## src/rtl/lsu_mem_ctrl.sv

```systemverilog
// ---------------------------------------------------------------------------
// lsu_mem_ctrl
//
// Multi-cycle load/store unit sitting between the execute stage and a generic
// request/response memory port. It accepts one access at a time, issues an
// aligned memory request with byte strobes and lane-shifted write data, waits
// for the response, and returns the extracted and extended load data (or the
// store acknowledge) to writeback.
//
// Ports
//   clk_i, rst_i           clock, synchronous active-high reset
//   req_*                  execute-stage access (valid/ready handshake)
//                          we, size (0=B,1=H,2=W,3=D), signed, addr, wdata
//   mem_req_valid_o/ready  memory request handshake
//   mem_we_o/addr_o/...    aligned address, strobes, lane-shifted store data
//   mem_rsp_valid_i        memory response / write acknowledge
//   mem_rdata_i            full aligned read word
//   mem_rsp_err_i          bus error, qualified by mem_rsp_valid_i
//   rsp_*                  result to writeback (valid/ready handshake)
//                          rdata, misalign flag, bus-error flag
// ---------------------------------------------------------------------------
module lsu_mem_ctrl #(
    parameter int XLEN   = 32,
    parameter int ADDR_W = 32,
    parameter int STRB_W = XLEN / 8
) (
    input  logic              clk_i,
    input  logic              rst_i,

    input  logic              req_valid_i,
    output logic              req_ready_o,
    input  logic              req_we_i,
    input  logic [1:0]        req_size_i,
    input  logic              req_signed_i,
    input  logic [ADDR_W-1:0] req_addr_i,
    input  logic [XLEN-1:0]   req_wdata_i,

    output logic              mem_req_valid_o,
    input  logic              mem_req_ready_i,
    output logic              mem_we_o,
    output logic [ADDR_W-1:0] mem_addr_o,
    output logic [STRB_W-1:0] mem_wstrb_o,
    output logic [XLEN-1:0]   mem_wdata_o,
    input  logic              mem_rsp_valid_i,
    input  logic [XLEN-1:0]   mem_rdata_i,
    input  logic              mem_rsp_err_i,

    output logic              rsp_valid_o,
    input  logic              rsp_ready_i,
    output logic [XLEN-1:0]   rsp_rdata_o,
    output logic              rsp_misalign_o,
    output logic              rsp_buserr_o
);

    localparam int LANE_W = $clog2(STRB_W);

    localparam logic [1:0] S_IDLE = 2'd0;
    localparam logic [1:0] S_REQ  = 2'd1;
    localparam logic [1:0] S_WAIT = 2'd2;
    localparam logic [1:0] S_RESP = 2'd3;

    // Bytes covered by an access of the given size, right-justified.
    function automatic logic [STRB_W-1:0] f_bytes(input logic [1:0] sz);
        logic [STRB_W-1:0] m;
        for (int b = 0; b < STRB_W; b++) begin
            m[b] = (b < (1 << sz));
        end
        return m;
    endfunction

    // A dword access on a 32-bit datapath cannot be expressed on the bus,
    // so it is reported the same way as a misaligned address.
    function automatic logic f_misalign(input logic [2:0] a, input logic [1:0] sz);
        logic mis;
        case (sz)
            2'd0:    mis = 1'b0;
            2'd1:    mis = a[0];
            2'd2:    mis = |a[1:0];
            default: mis = (XLEN == 32) ? 1'b1 : |a[2:0];
        endcase
        return mis;
    endfunction

    // Mask store data to the access width, then move it to its byte lane.
    function automatic logic [XLEN-1:0] f_wdata(input logic [XLEN-1:0] d,
                                                input logic [1:0] sz,
                                                input logic [LANE_W-1:0] lane);
        logic [STRB_W-1:0] m;
        logic [XLEN-1:0]   r;
        m = f_bytes(sz);
        for (int b = 0; b < STRB_W; b++) begin
            r[b*8 +: 8] = m[b] ? d[b*8 +: 8] : 8'h00;
        end
        return r << {lane, 3'b000};
    endfunction

    // Sign- or zero-extend the low (8 << sz) bits of d to XLEN.
    function automatic logic [XLEN-1:0] f_extend(input logic [XLEN-1:0] d,
                                                 input logic [1:0] sz,
                                                 input logic sgn);
        logic [XLEN-1:0] r;
        int              nb;
        nb = 8 << sz;
        r  = d;
        if (nb < XLEN) begin
            for (int i = 0; i < XLEN; i++) begin
                if (i >= nb) begin
                    r[i] = sgn & d[nb-1];
                end
            end
        end
        return r;
    endfunction

    logic [1:0]        r_state;
    logic              r_we;
    logic [1:0]        r_size;
    logic              r_signed;
    logic [LANE_W-1:0] r_lane;

    logic              r_mem_we;
    logic [ADDR_W-1:0] r_mem_addr;
    logic [STRB_W-1:0] r_mem_wstrb;
    logic [XLEN-1:0]   r_mem_wdata;

    logic [XLEN-1:0]   r_rsp_rdata;
    logic              r_rsp_misalign;
    logic              r_rsp_buserr;

    logic [LANE_W-1:0] w_lane;
    logic              w_misalign;
    logic [ADDR_W-1:0] w_aligned;
    logic [XLEN-1:0]   w_rd_shift;

    assign w_lane     = req_addr_i[LANE_W-1:0];
    assign w_misalign = f_misalign(req_addr_i[2:0], req_size_i);
    assign w_aligned  = {req_addr_i[ADDR_W-1:LANE_W], {LANE_W{1'b0}}};
    assign w_rd_shift = mem_rdata_i >> {r_lane, 3'b000};

    always_ff @(posedge clk_i) begin
        if (rst_i) begin
            r_state        <= S_IDLE;
            r_we           <= 1'b0;
            r_size         <= 2'd0;
            r_signed       <= 1'b0;
            r_lane         <= '0;
            r_mem_we       <= 1'b0;
            r_mem_addr     <= '0;
            r_mem_wstrb    <= '0;
            r_mem_wdata    <= '0;
            r_rsp_rdata    <= '0;
            r_rsp_misalign <= 1'b0;
            r_rsp_buserr   <= 1'b0;
        end else begin
            case (r_state)
                S_IDLE: begin
                    if (req_valid_i) begin
                        r_we     <= req_we_i;
                        r_size   <= req_size_i;
                        r_signed <= req_signed_i;
                        r_lane   <= w_lane;
                        if (w_misalign) begin
                            // Short-circuit: no memory traffic, straight to result.
                            r_rsp_misalign <= 1'b1;
                            r_rsp_buserr   <= 1'b0;
                            r_rsp_rdata    <= '0;
                            r_state        <= S_RESP;
                        end else begin
                            r_mem_we    <= req_we_i;
                            r_mem_addr  <= w_aligned;
                            r_mem_wstrb <= req_we_i ? (f_bytes(req_size_i) << w_lane) : '1;
                            r_mem_wdata <= f_wdata(req_wdata_i, req_size_i, w_lane);
                            r_state     <= S_REQ;
                        end
                    end
                end
                S_REQ: begin
                    if (mem_req_ready_i) begin
                        r_state <= S_WAIT;
                    end
                end
                S_WAIT: begin
                    // Responses are only honoured here, so a late response to
                    // a request aborted by reset is dropped in IDLE.
                    if (mem_rsp_valid_i) begin
                        r_rsp_buserr   <= mem_rsp_err_i;
                        r_rsp_misalign <= 1'b0;
                        r_rsp_rdata    <= (mem_rsp_err_i || r_we) ? '0
                                          : f_extend(w_rd_shift, r_size, r_signed);
                        r_state        <= S_RESP;
                    end
                end
                default: begin
                    if (rsp_ready_i) begin
                        r_rsp_misalign <= 1'b0;
                        r_rsp_buserr   <= 1'b0;
                        r_rsp_rdata    <= '0;
                        r_state        <= S_IDLE;
                    end
                end
            endcase
        end
    end

    assign req_ready_o     = (r_state == S_IDLE);
    assign mem_req_valid_o = (r_state == S_REQ);
    assign rsp_valid_o     = (r_state == S_RESP);

    assign mem_we_o    = r_mem_we;
    assign mem_addr_o  = r_mem_addr;
    assign mem_wstrb_o = r_mem_wstrb;
    assign mem_wdata_o = r_mem_wdata;

    assign rsp_rdata_o    = r_rsp_rdata;
    assign rsp_misalign_o = r_rsp_misalign;
    assign rsp_buserr_o   = r_rsp_buserr;

endmodule
```

## config.mk

```make
export PLATFORM = sky130hd
export DESIGN_NAME = lsu_mem_ctrl
export DESIGN_NICKNAME = d
export VERILOG_FILES = /design/src/rtl/lsu_mem_ctrl.sv
export SDC_FILE = /design/constraint.sdc
export NUM_CORES = 1
export LEC_CHECK = 0
export ABC_CLOCK_PERIOD_IN_PS = 3300
export BUFFER_PORTS_ARGS = -buffer_cell sky130_fd_sc_hd__buf_2
export CORE_UTILIZATION = 40
export CTS_BUF_LIST = sky130_fd_sc_hd__clkbuf_2 sky130_fd_sc_hd__clkbuf_4 sky130_fd_sc_hd__clkbuf_8
export DETAILED_ROUTE_END_ITERATION = 8
export MAX_ROUTING_LAYER = met4
export PLACE_DENSITY = 0.68
export SYNTH_ARGS = -nofsm -noshare
export SYNTH_HDL_FRONTEND = slang
export SYNTH_SLANG_ARGS = --single-unit
```

## constraint.sdc

```tcl
create_clock -name clk_i -period 3.3 [get_ports clk_i]
set_clock_uncertainty 0.05 [all_clocks]
set_input_delay 0.33 -clock clk_i [delete_from_list [all_inputs] [get_ports clk_i]]
set_output_delay 0.33 -clock clk_i [all_outputs]
set_load 0.05 [all_outputs]
```

== Word-level counts from Yosys, hierarchy flattened ==
Index checks and enable logic that the tools add are counted.
Storage, ports and cells
  register bits after elaboration: 109
  output and inout bits: 106
  memories: 0
  word-level logic and storage cells: 141
  bits in read-only memories: 0
  RAM bits: 0
  input port bits: 107
  latch bits: 0
Operators by class
  $add $sub $neg: 1
  reductions and logical operators: 10
  shifts and indexed selects: 5
  multipliers: 0
  bitwise operators: 3
  mux-type cells: 63
  eq/ne operators: 9
  div/mod/pow operators: 0
  magnitude comparators: 38
Operators with widths (number)
  6-bit by 32-bit greater-or-equal comparator with 1-bit output, first input constant: 16
  5-bit by 32-bit greater-or-equal comparator with 1-bit output, first input constant: 8
  32-bit two-way mux: 6
  4-bit by 32-bit greater-or-equal comparator with 1-bit output, first input constant: 4
  32-bit case mux with 3 select lines: 1
  3-bit by 32-bit greater-or-equal comparator with 1-bit output, first input constant: 2
  3-bit by 32-bit less-than comparator with 1-bit output, first input constant: 2
  32-bit by 7-bit less-than comparator with 1-bit output, second input constant: 2
  1-bit two-way mux: 41
  1-bit by 32-bit greater-or-equal comparator with 1-bit output, first input constant: 1
  2-bit by 32-bit greater-or-equal comparator with 1-bit output, first input constant: 1
  1-bit by 32-bit less-than comparator with 1-bit output, first input constant: 1
  2-bit by 32-bit less-than comparator with 1-bit output, first input constant: 1
  8-bit two-way mux: 4
  1-bit by 2-bit left shift with 32-bit output, first input constant: 1
  32-bit by 5-bit left shift with 32-bit output: 1
  4-bit by 2-bit left shift with 32-bit output, first input constant: 1
  32-bit by 5-bit right shift with 32-bit output: 1
  32-bit by 2-bit subtractor with 32-bit output, second input constant: 1
  2-bit two-way mux: 5
  1-bit case mux with 3 select lines: 3
  2-bit equality test, second input constant: 3
  2-bit case mux with 3 select lines: 1
  1-bit binary-select mux with 5-bit select: 1
  other kinds (16): 21

== Depth between registers and ports, before layout ==
Gate-level depths: netlist of the first run.
  depth after elaboration: 11
  mapped depth: 9
  mapped depth without buffers: 8

== Worst setup path after synthesis of the first run ==
No wires, ideal clock.
  path type: flip-flop to flip-flop
  start point: register r_state[0]
  end point: register r_mem_addr[13] (netlist: mem_addr_o[13])
  setup time: 70 ps
  data required time: 3180 ps
  stages on the path, launching flop included: 10
  setup slack: 983 ps
  path buffers: 3
  clock period less this slack: 2317 ps
  data arrival time: 2196 ps
  path through: dfxtp_1 > inv_1 > ha_1 > clkbuf_1 > nand2_1 > nor2_1 > buf_2 > buf_2 > nand2_1 > a21oi_1
Between the ends
  longest elaborated chain between the ends: 2
RTL lines
  from (decl): line 115  | logic [1:0] r_state;
  from (signal assigned): line 142  | r_state <= S_IDLE;
  from (signal assigned): line 167  | r_state <= S_RESP;
  from (signal assigned): line 173  | r_state <= S_REQ;
  2-bit logical NOT
  via req_ready_o: line 31  | output logic req_ready_o,
  3-bit AND reduction (no source line)
  to (signal assigned): line 170  | r_mem_addr <= w_aligned;
  to (decl): line 122  | logic [ADDR_W-1:0] r_mem_addr;
The timed path passes the listed nets, and every way through them passes these cells.
A chain may end at the register's enable or synchronous reset.

== Worst setup path after layout of the first run ==
  start point: register r_size[1]
  end point: register r_rsp_rdata[19] (netlist: rsp_rdata_o[19])
Between the ends
  longest elaborated chain between the ends: 11
  elaborated cells between the ends (all ways): 13
  those cells by class: 1 x add/sub; 2 x order compare; 1 x shift; 8 x mux; 1 x bitwise
RTL lines
  from (decl): line 117  | logic [1:0] r_size;
  from (signal assigned): line 159  | r_size <= req_size_i;
  4-bit by 2-bit left shift with 32-bit output (*): line 103  | nb = 8 << sz;
  32-bit by 2-bit subtractor with 32-bit output: line 108  | r[i] = sgn & d[nb-1];
  1-bit binary-select mux with 5-bit select: line 108
  1-bit two-way mux (implied by the code) (2 in a row): line 108
  1-bit AND: line 108
  1-bit two-way mux: line 107  | if (i >= nb) begin
  32-bit two-way mux (*): line 105  | if (nb < XLEN) begin
  32-bit two-way mux (*): line 188  | r_rsp_rdata <= (mem_rsp_err_i || r_we) ? '0
  32-bit two-way mux (*): line 185  | if (mem_rsp_valid_i) begin
  32-bit case mux with 3 select lines (*): line 155  | case (r_state)
  to (signal assigned): line 188
  to (decl): line 126  | logic [XLEN-1:0] r_rsp_rdata;
Mark *: on every way between the ends. The rest lies on a longest branch, timed or not. The select of a mux whose other input is x is not followed.

==> metrics.md, run 1 <==
| Metric | Value |
|---|---|
| Power per cell area | `599 nW/um2` |
| Die H | `around 120 um` |
| Cell mode on critical path | `nor2_1` |
| Number of gates resized after CTS | `0` |
| CP Class | `reg -> reg` |
| Num Clock Sinks | `around 110` |
| Reg2reg path depth | `7` |
| Yosys warns | `0` |
| Synth Area in XOR/XNOR | `0` |
| Ant diodes | `0` |
| Detailed Route Iter0 Violations | `about 390` |
| Post-Syn Area | `a little over 5000 um2` |
| Gpl congestion | `slightly above 0.9` |
| Worst rel slew slack | `0.394` |
| RSZ-0062 raised after global routing | `no` |
| Slowest stage delay, CP | `around 0.67 ns` |
| CP Data Arrival Time | `between 2 and 3 ns` |
| Crit path max-delay cell type | `nor2_1` |
| CTS Buffer Depth | `2` |
| Avg Cell Area, Syn | `8.14 um2` |
| Buf/Inv on CP | `0` |
| Htree depth | `3` |
| Largest family of logic cells by synthesized area | `compound AO/OA/AOI/OAI gates` |
| Commonest register cell after synthesis | `dfxtp_1` |
| Area of the die | `13,300 um2` |
| Worst R2R Start | `r_size[1]` |
| Gr ovfl total | `0` |
| Tmin final | `2.72 ns` |
| Worst hold path class | `in -> reg` |
| Core Area | `12,600 um2` |
| Overall Power | `3.87 mW` |
| Number of buffers created by CTS | `9` |
| Post-route DRC | `0` |
| Async SR Flop Fraction | `0` |
| First-pass GRT wire length | `around 25,000 um` |
| Setup tns final | `0 ns` |
| Final worst path period share | `0.823` |
| Post-CTS Hold Buffers | `0` |
| Cells after synthesis | `632` |
| Register area share after synthesis | `0.424` |
| I/O pin total | `approximately 210` |
| Vias in the first global route | `5,186` |
| Most frequent cells in the layout | `210 x buf_2, 122 x nand2_1, 109 x dfxtp_1, 66 x a21oi_1, 37 x nor2_1` |
| Pint | `between 2 and 2.5 mW` |
| Layout cells sized above 1 | `0.309` |
| Multiplexer area fraction after synthesis | `0.0564` |
| Post-synthesis adder-cell area fraction | `0.0170` |
| Top cell type's share of synthesized area | `0.424` |
| Final Worst Setup Slack | `0.584 ns` |
| Final Max Tran Viols | `0` |
| Worst-Skew Late Latency | `approximately 0.38 ns` |
| Status | `finished clean` |
| Vias | `5,374` |
| Max Clk Rate | `approximately 370 MHz` |
| Initial antenna violation count | `0` |
| Synth area leaders | `dfxtp_1 42%, nand2_1 8.9%, a21oi_1 6.4%, mux2i_1 3.9%, clkbuf_1 2.8%` |
| Area grow syn2layout | `25.6%` |
| HPWL after detailed placement | `around 12,000 um` |
| Reg2Reg Setup Slack | `a little under 0.6 ns` |
| Endpoints failing setup | `0` |
| Post-CTS Setup Inserts | `0` |
| Clk pwr share | `0.194` |
| Port Buffers | `210` |
| Final Hold Viols | `0` |
| CTS tree | `done` |
| Top cell family by delay on the critical path | `compound AO/OA/AOI/OAI gates` |
| # nets final | `923` |
| Post-synth EDFFs | `0` |
| Max Cap Viol | `0` |
| Switch share | `0.436` |
| Synth Area in Compound Gates | `0.235` |
| Synth Register Bits | `roughly 110` |
| Hold path cells | `3` |
| Clock-pin transition on the worst setup and hold timing paths | `0.10 ns` |
| Worst Hold End | `mem_addr_o[22]` |
| Startpoint Class | `flop` |
| Crit end category | `flop` |
| WL per Instance | `between 15 and 20 um` |
| Drt via density | `5.46` |
| Root buf cell | `clkbuf_8` |
| Gate power share | `0.412` |
| Dpl ws | `slightly below 0.7 ns` |
| Area leader, netlist | `dfxtp_1` |
| Lkg Pwr | `between 2 and 3 nW` |
| VDD IR max | `roughly 0.37 mV` |
| Netlist cell types | `slightly below 50` |
| Seq pwr share | `0.394` |
| Reg2reg end | `rsp_rdata_o[19]` |
| Worst Max-Slew Pin Slew | `between 0.9 and 1 ns` |
| Die width | `115 um` |
| Post-detailed-route count of antenna-violating nets | `0` |
| Global-route usage over all layers | `0.245` |
| Hold_sp | `req_addr_i[22]` |
| Starting density of the core | `0.410` |
| Worst-path fanout max | `11` |
| Pin count of the biggest net entering global routing | `79` |
| Sw Pwr | `between 1.5 and 2 mW` |
| Commonest non-fill, non-tap cell in the layout | `buf_2` |
| Core Rows | `slightly above 40` |
| DR pass1 iterations | `5` |
| Simple-Gate Fraction of Synth Area | `0.214` |
| Routed wire length | `~16,000 um` |
| Critical path cell sequence | `nor2_1, ha_1, nor2_1, nand2_1, a211oi_1, o2111ai_1, o211ai_1` |
| Worst path required time | `3.55 ns` |
-- registers in the layout, summed over array words and instances (netlist names), 2 cells and up --
signal,count
mem_wstrb_o,4
r_lane,2
mem_addr_o,30
rsp_rdata_o,32
r_state,2
r_size,2
mem_wdata_o,32
-- power by group through the flow --
stage / sequential [mW] / clock (mW) / combinational, mW
4_1_cts: 1.53 / 0.777 / 1.59
6_report: 1.53 / 0.751 / 1.60
3_3_place_gp: 1.55 / 0 / 1.55
2_1_floorplan: 1.88 / 0 / 0.857
5_1_grt: 1.55 / 0.827 / 1.73
3_5_place_dp: 1.56 / 0 / 1.59
-- tightest hold or removal path, cell delays in order --
cell and delay [ns]:
buf_2 0.09, nand2_1 0.05, a21oi_1 0.05
-- area by class of cell --
type | instances | area (um2)
clock buffer | 10 | 131
clock inverter | 5 | 37.5
fill | 1258 | 6100
inverter | 9 | 33.8
multi-input combinational | 458 | 2710
sequential | 109 | 2180
tap | 172 | 215
timing repair buffer | 222 | 1150
-- synth_stat cells, drive strengths merged (2+ instances only) --
cell type    n
nand3       19
nor4         2
clkbuf      39
a211o        7
a221oi       8
ha           7
a21oi       66
dfxtp      109
o211ai       9
a311oi      10
o21bai       2
nor3b        4
o21ai       19
a22o        16
nor3        22
inv          9
nand2b       5
nand2      122
o21a         3
buf         18
a21o         8
nand3b       8
a22oi       10
nor2        38
a32o         8
mux2         8
a211oi       4
mux2i       20
nor2b       16
-- per-layer routing --
metal | share of wire | GRT usage | vias to the layer above
li1 | - | - | 2578
met1 | 0.44 | 0.295 | 2522
met2 | 0.46 | 0.388 | 222
met3 | 0.060 | 0.0434 | 52
met4 | 0.038 | 0.134 | 0
met5 | 0 | - | -
-- cells by family after synthesis --
group,after synthesis
adders and majority gates,7
muxes,28
AOI/OAI and AO/OA,177
DFF,109
and+or+nand+nor,244
other,1
buffers and inverters,66
-- how the worst max path moves through the flow --
| stage | start | to | depth (start not counted) |
|---|---|---|---|
| after detailed placement | r_size[1] | rsp_rdata_o[19] | 7 |
| after floorplan | r_state[0] | mem_addr_o[13] | 9 |
| after global placement | r_size[1] | rsp_rdata_o[18] | 7 |
| after CTS | r_state[0] | rsp_rdata_o[24] | 8 |
| after global routing | r_size[1] | rsp_rdata_o[17] | 7 |
| final | r_size[1] | rsp_rdata_o[19] | 7 |
-- stage by stage --
stage          utilization  instance area, um2  instances  hold slack (ns)
2_1_floorplan            -                5150        633            0.381
3_3_place_gp         0.501                6300        970            0.387
3_5_place_dp         0.501                6300        970            0.395
4_1_cts              0.515                6470        985            0.104
5_1_grt              0.515                6470        985            0.109
6_report             0.515                6470        985            0.127
No activity file was read; power rests on OpenSTA's default activity.
==> inputs of run 2 (changes only) <==
Settings changed: ABC_CLOCK_PERIOD_IN_PS 3300 to 2200, PLACE_DENSITY 0.68 to 0.71.
Clock period 3.3 ns to 2.2 ns, I/O delays scaled along.
==> run 2 against run 1 <==
The run now ends with negative setup slack left. Sequential share of layout area decreased by 2.3 points. Fmax increased by 22%. Worst hold slack worse by 0.11 ns. Critical path depth did not move. First-iteration DRC count is 22% higher. Register-to-register slack worse by 0.60 ns. Core utilization increased by 3.9 points. Final cell count rose by 4.2%. Clock power up 93%. Via count is 0.33% higher. Global-route usage is 0.64 points lower.
==> metrics.md, run 2 (synthesis gave the netlist of run 1 again) <==
| Metric | Value |
|---|---|
| Die H | `115 um (unchanged)` |
| Vias in the first global route | `4,858 (was 5,186)` |
| Failing checks | `negative setup slack` |
| Overall Power | `6.41 mW (was 3.87 mW)` |
| Core Area | `12,600 um2 (unchanged)` |
| Worst rel slew slack | `0.279 (was 0.394)` |
| Pin count of the biggest net entering global routing | `79 (unchanged)` |
| Crit end category | `flop (unchanged)` |
| First-pass GRT wire length | `23,900 um (was 24,800 um)` |
| Slowest stage delay, CP | `0.45 ns (was 0.67 ns)` |
| Final core utilization | `0.554 (was 0.515)` |
| Drt via density | `5.26 (was 5.46)` |
| Post-route DRC | `0 (unchanged)` |
| Area of the die | `13,300 um2 (unchanged)` |
| Port Buffers | `210 (unchanged)` |
| Startpoint Class | `flop (unchanged)` |
| Final Worst Setup Slack | `-0.0181 ns (was 0.584 ns)` |
| # nets final | `959 (was 923)` |
| Fin cells | `1,026 (was 985)` |
| Reg2Reg Setup Slack | `-0.02 ns (was 0.58 ns)` |
| Worst-path fanout max | `8 (was 11)` |
| Core Rows | `41 (unchanged)` |
| I/O pin total | `213 (unchanged)` |
| Detailed Route Iter0 Violations | `470 (was 385)` |
| Reg2reg path depth | `7 (unchanged)` |
| Crit path max-delay cell type | `or4b_4 (was nor2_1)` |
| Layout fillers | `1,192 (was 1,258)` |
| Gr ovfl total | `0 (unchanged)` |
| Status | `complete, but fails checks (was finished clean)` |
| Max Cap Viol | `0 (unchanged)` |
| Hold_sp | `req_addr_i[24] (was req_addr_i[22])` |
| Starting density of the core | `0.410 (unchanged)` |
| WL per Instance | `15.4 um (was 16.1 um)` |
| Die width | `115 um (unchanged)` |
| Seq pwr share | `0.356 (was 0.394)` |
| Reg2reg end | `rsp_rdata_o[8] (was rsp_rdata_o[19])` |
| Vias | `5,392 (was 5,374)` |
| Gpl congestion | `0.894 (was 0.910)` |
| Final worst path period share | `1.01 (was 0.823)` |
| Worst hold path class | `in -> reg (unchanged)` |
| RSZ-0062 raised after global routing | `yes (was no)` |
| Switch share | `0.410 (was 0.436)` |
| CTS tree | `done (unchanged)` |
| Final Max Tran Viols | `0 (unchanged)` |
| Num Clock Sinks | `109 (unchanged)` |
| Sw Pwr | `2.62 mW (was 1.69 mW)` |
| Worst-Skew Late Latency | `0.38 ns (about the same)` |
| HPWL after detailed placement | `11,100 um (was 11,600 um)` |
| Htree depth | `3 (unchanged)` |
| Max Clk Rate | `451 MHz (was 368 MHz)` |
| Routed wire length | `15,800 um (about the same)` |
| Endpoints failing setup | `8 (was 0)` |
| Hold path cells | `3 (unchanged)` |
| Critical path cell sequence | `inv_4, ha_4, or4b_4, or3_4, a211oi_4, a21boi_4, a22o_1 (was nor2_1, ha_1, nor2_1, nand2_1, a211oi_1, o2111ai_1, o211ai_1)` |
| Commonest non-fill, non-tap cell in the layout | `buf_2 (unchanged)` |
| Final Cell Area | `6960 um2 (was 6470 um2)` |
| Worst Max-Slew Pin Slew | `1.08 ns (was 0.908 ns)` |
| CP Class | `reg -> reg (unchanged)` |
| Gate power share | `0.417 (was 0.412)` |
| Tmin final | `2.22 ns (was 2.72 ns)` |
| Clock-pin transition on the worst setup and hold timing paths | `0.11 ns (was 0.10 ns)` |
| Power per cell area | `920 nW/um2 (was 599 nW/um2)` |
| Number of buffers created by CTS | `9 (unchanged)` |
| Worst Hold End | `mem_addr_o[24] (was mem_addr_o[22])` |
| Root buf cell | `clkbuf_8 (unchanged)` |
| Worst path required time | `2.48 ns (was 3.55 ns)` |
| DP Cell Count | `983 (was 970)` |
| DR pass1 iterations | `5 (unchanged)` |
| Layout cells sized above 1 | `0.324 (was 0.309)` |
| Final Hold Viols | `0 (unchanged)` |
| Most frequent cells in the layout | `210 x buf_2, 122 x nand2_1, 107 x dfxtp_1, 66 x a21oi_1, 37 x nor2_1 (was 210 x buf_2, 122 x nand2_1, 109 x dfxtp_1, 66 x a21oi_1, 37 x nor2_1)` |
| Worst R2R Start | `r_state[0] (was r_size[1])` |
| CP Data Arrival Time | `2.50 ns (was 2.97 ns)` |
| Initial antenna violation count | `4 (was 0)` |
| Pint | `3.78 mW (was 2.19 mW)` |
| Post-detailed-route count of antenna-violating nets | `0 (unchanged)` |
| WHS | `0.0173 ns (was 0.127 ns)` |
| Global-route usage over all layers | `0.238 (was 0.245)` |
| Area grow syn2layout | `35.2% (was 25.6%)` |
| CTS Buffer Depth | `2 (unchanged)` |
| Lkg Pwr | `3.14 nW (was 2.91 nW)` |
| Clk pwr share | `0.227 (was 0.194)` |
| VDD IR max | `0.564 mV (was 0.371 mV)` |
| DP Area | `6420 um2 (was 6300 um2)` |
-- run 2: worst max-delay path by stage --
stage	endpoint	slack, ns	from
after floorplan	mem_addr_o[13]	0.02	r_state[0]
after global placement	rsp_rdata_o[10]	0.04	r_state[0]
after detailed placement	rsp_rdata_o[8]	0.02	r_state[0]
after CTS	rsp_rdata_o[8]	0.009	r_state[0]
after global routing	rsp_rdata_o[15]	-0.07	r_state[0]
final	rsp_rdata_o[8]	-0.02	r_state[0]
-- run 2: what timing repair did --
action                     4_1_cts  5_1_grt
hold buffers                    19        1
gates cloned                     0        1
buffers inserted                 0        2
setup endpoints to repair        8       26
hold endpoints to repair        19        1
pin swaps                        1        6
resized for setup                5        6
-- run 2: area by class of cell --
cell class	count	area [um2]	area share
Timing Repair Buffer	258	1520	0.218
Tap cell	172	215	0.0309
Sequential cell	109	2180	0.314
Inverter	9	36.3	0.00521
Clock buffer	11	151	0.0218
Multi-Input combinational cell	458	2760	0.396
Clock inverter	5	88.8	0.0128
Antenna cell	4	10.0	0.00144
-- run 2: worst max-delay path: cells and delay by family, from the launching register on --
family	cells	cell delay [ns]
adders and majority gates	1	0.12
AOI/OAI and AO/OA	3	0.78
and+or+nand+nor	2	0.80
buffers and inverters	1	0.06
DFF	1	0.35
-- run 2: power groups by stage --
| stage | combinational [mW] | clock (mW) | sequential [mW] |
|---|---|---|---|
| global route | 2.87 | 1.56 | 2.31 |
| global placement | 2.52 | 0 | 2.31 |
| floorplan | 1.29 | 0 | 2.82 |
| detailed placement | 2.53 | 0 | 2.32 |
| CTS | 2.57 | 1.48 | 2.28 |
| finish | 2.67 | 1.45 | 2.28 |
-- run 2: metal layers --
| layer | share of wire | GRT usage | vias up |
|---|---|---|---|
| met5 | 0 | - | - |
| met4 | 0.027 | 0.109 | 0 |
| met3 | 0.062 | 0.0455 | 28 |
| met2 | 0.46 | 0.369 | 223 |
| met1 | 0.45 | 0.301 | 2479 |
| li1 | - | - | 2662 |
-- run 2: through the flow --
stage	TNS [ns]	setup slack (ns)
2_1_floorplan	0	0.0206
3_3_place_gp	0	0.0436
3_5_place_dp	0	0.0177
4_1_cts	0	0.00881
5_1_grt	-0.828	-0.0745
6_report	-0.0718	-0.0181
==> inputs of run 3 (changes only) <==
Settings changed: BUFFER_PORTS_ARGS -buffer_cell sky130_fd_sc_hd__buf_2 to -buffer_cell sky130_fd_sc_hd__clkbuf_2, PLACE_DENSITY 0.71 to 0.68.
==> run 3 against run 2 <==
The run now ends clean. Sequential power is essentially flat. Clock power shrank 12%. Total power shrank 2.5%. Die area is the same. Fmax grew 2.4%. Critical path depth is the same. Setup slack gained 0.052 ns. Final cell count is the same. Largest power group unchanged.
==> metrics.md, run 3 (synthesis gave the netlist of run 1 again) <==
| Metric | Value |
|---|---|
| Met3 WL post-DR | `1080 um (was 977 um)` |
| Worst path required time | `2.48 ns (about the same)` |
| Startpoint Class | `flop (unchanged)` |
| Seq pwr share | `0.366 (was 0.356)` |
| Worst Max-Slew Pin Slew | `1.06 ns (was 1.08 ns)` |
| Status | `finished clean (was complete, but fails checks)` |
| CTS tree | `done (unchanged)` |
| CP Class | `reg -> reg (unchanged)` |
| Number of buffers created by CTS | `9 (unchanged)` |
| Die H | `115 um (unchanged)` |
| Post-route DRC | `0 (unchanged)` |
| Starting density of the core | `0.410 (unchanged)` |
| Lkg Pwr | `3.07 nW (was 3.14 nW)` |
| Worst rel slew slack | `0.290 (was 0.279)` |
| Tmin final | `2.17 ns (was 2.22 ns)` |
| Crit end category | `flop (unchanged)` |
| Root buf cell | `clkbuf_8 (unchanged)` |
| Routed wire length | `16,400 um (was 15,800 um)` |
| Gr ovfl total | `0 (unchanged)` |
| First-pass GRT wire length | `26,100 um (was 23,900 um)` |
| Port Buffers | `210 (unchanged)` |
| Core Area | `12,600 um2 (unchanged)` |
| Switch share | `0.416 (was 0.410)` |
| Most frequent cells in the layout | `210 x clkbuf_2, 122 x nand2_1, 107 x dfxtp_1, 66 x a21oi_1, 37 x nor2_1 (was 210 x buf_2, 122 x nand2_1, 107 x dfxtp_1, 66 x a21oi_1, 37 x nor2_1)` |
| I/O pin total | `213 (unchanged)` |
| Layout fillers | `1,166 (was 1,192)` |
| Top sig layer | `met4 (unchanged)` |
| Htree depth | `3 (unchanged)` |
| Final Cell Area | `6950 um2 (was 6960 um2)` |
| Pint | `3.65 mW (was 3.78 mW)` |
| # nets final | `964 (was 959)` |
| VDD IR max | `0.531 mV (was 0.564 mV)` |
| Area of the die | `13,300 um2 (unchanged)` |
| Num Clock Sinks | `109 (unchanged)` |
| WL per Instance | `16.0 um (was 15.4 um)` |
| Pin count of the biggest net entering global routing | `79 (unchanged)` |
| WL met2 | `7700 um (was 7290 um)` |
| Met1 WL | `7120 um (was 7090 um)` |
| Commonest non-fill, non-tap cell in the layout | `clkbuf_2 (was buf_2)` |
| Final core utilization | `0.553 (was 0.554)` |
| Post-detailed-route count of antenna-violating nets | `0 (unchanged)` |
| Drt via density | `5.36 (was 5.26)` |
| Clk pwr share | `0.205 (was 0.227)` |
| Final Max Tran Viols | `0 (unchanged)` |
| Max Cap Viol | `0 (unchanged)` |
| Worst-path fanout max | `8 (unchanged)` |
| Layout cells sized above 1 | `0.324 (about the same)` |
| DR pass1 iterations | `5 (unchanged)` |
| DP Area | `6440 um2 (was 6420 um2)` |
| Gpl congestion | `0.912 (was 0.894)` |
| Ant diodes | `0 (was 4)` |
| RSZ-0062 raised after global routing | `yes (unchanged)` |
| Clock-pin transition on the worst setup and hold timing paths | `0.10 ns (was 0.11 ns)` |
| Sw Pwr | `2.60 mW (was 2.62 mW)` |
| CTS Buffer Depth | `2 (unchanged)` |
| Power per cell area | `898 nW/um2 (was 920 nW/um2)` |
| Endpoints failing setup | `0 (was 8)` |
| Initial antenna violation count | `0 (was 4)` |
| Core Rows | `41 (unchanged)` |
| Multi-input gate area | `2770 um2 (was 2760 um2)` |
| Worst-Skew Late Latency | `0.38 ns (about the same)` |
| Final Hold Viols | `0 (unchanged)` |
| Max Clk Rate | `462 MHz (was 451 MHz)` |
| Final worst path period share | `0.985 (was 1.01)` |
| CP Data Arrival Time | `2.44 ns (was 2.50 ns)` |
| Die width | `115 um (unchanged)` |
| Global-route usage over all layers | `0.257 (was 0.238)` |
| Detailed Route Iter0 Violations | `371 (was 470)` |
| Gate power share | `0.429 (was 0.417)` |
| Combined flip-flop and latch cell area | `2180 um2 (unchanged)` |
| Vias in the first global route | `5,291 (was 4,858)` |
| Worst hold path class | `in -> reg (unchanged)` |
| HPWL after detailed placement | `11,900 um (was 11,100 um)` |
| Vias | `5,503 (was 5,392)` |
| Area grow syn2layout | `35.1% (was 35.2%)` |
run 3: changes by cell type in the layout (fill, tap and decap cells not counted), moves of 2 or more:
cell,before,now
buf_4,24,26
buf_2,210,0
clkbuf_2,0,210
dlygate4sd3_1,20,24
diode_2,4,0
run 3: final timing paths:
kind	startpoint	endpoint	slack, ns	cells after the start
worst min-delay path	req_addr_i[24]	mem_addr_o[24]	0.02	3
worst max register to register	r_state[0]	rsp_rdata_o[8]	0.03	7
worst max-delay path	r_state[0]	rsp_rdata_o[8]	0.03	7
worst min register to register	mem_addr_o[26]	mem_addr_o[26]	0.41	2
run 3: cell type report:
class / count / share of cell area
Multi-Input combinational cell: 458 / 0.398
Sequential cell: 109 / 0.314
Timing Repair Buffer: 263 / 0.222
Tap cell: 172 / 0.0309
Clock buffer: 11 / 0.0218
Clock inverter: 4 / 0.00810
Inverter: 9 / 0.00486
run 3: power groups by stage:
stage | Combinational (mW) | Sequential (mW) | Clock, mW
after CTS | 2.62 | 2.29 | 1.31
after floorplan | 1.29 | 2.82 | 0
final | 2.68 | 2.29 | 1.28
after global routing | 2.90 | 2.31 | 1.41
after detailed placement | 2.56 | 2.32 | 0
after global placement | 2.52 | 2.31 | 0
run 3: critical path: stages (launching register included):
cell and delay (ns):
dfxtp_2 0.34, inv_2 0.08, ha_4 0.13, or4b_4 0.46, or3_4 0.35, a211oi_4 0.20, a21boi_4 0.34, a22o_1 0.18
run 3: repair_timing:
action,CTS,global route
setup endpoints to repair,9,38
resized for setup,7,5
pin swaps,7,8
hold buffers,23,1
buffers inserted,2,1
hold endpoints to repair,23,1
run 3: stage by stage:
| step | TNS, ns | std cells | total power, mW | hold slack [ns] | setup WS (ns) |
|---|---|---|---|---|---|
| final | 0 | 1026 | 6.25 | 0.0231 | 0.0340 |
| after global routing | -0.530 | 1026 | 6.62 | 0.0125 | -0.0537 |
| after CTS | -0.0910 | 1025 | 6.22 | 0.00170 | -0.0211 |
| after detailed placement | -0.163 | 985 | 4.88 | 0.397 | -0.0281 |
| after global placement | 0 | 985 | 4.84 | 0.391 | 0.0610 |
| after floorplan | 0 | 633 | 4.11 | 0.279 | 0.0206 |
run 3: per-layer routing:
metal / vias up / global-route usage
met5: - / -
met4: 0 / 0.123
met3: 45 / 0.0424
met2: 248 / 0.406
met1: 2552 / 0.321
li1: 2658 / -
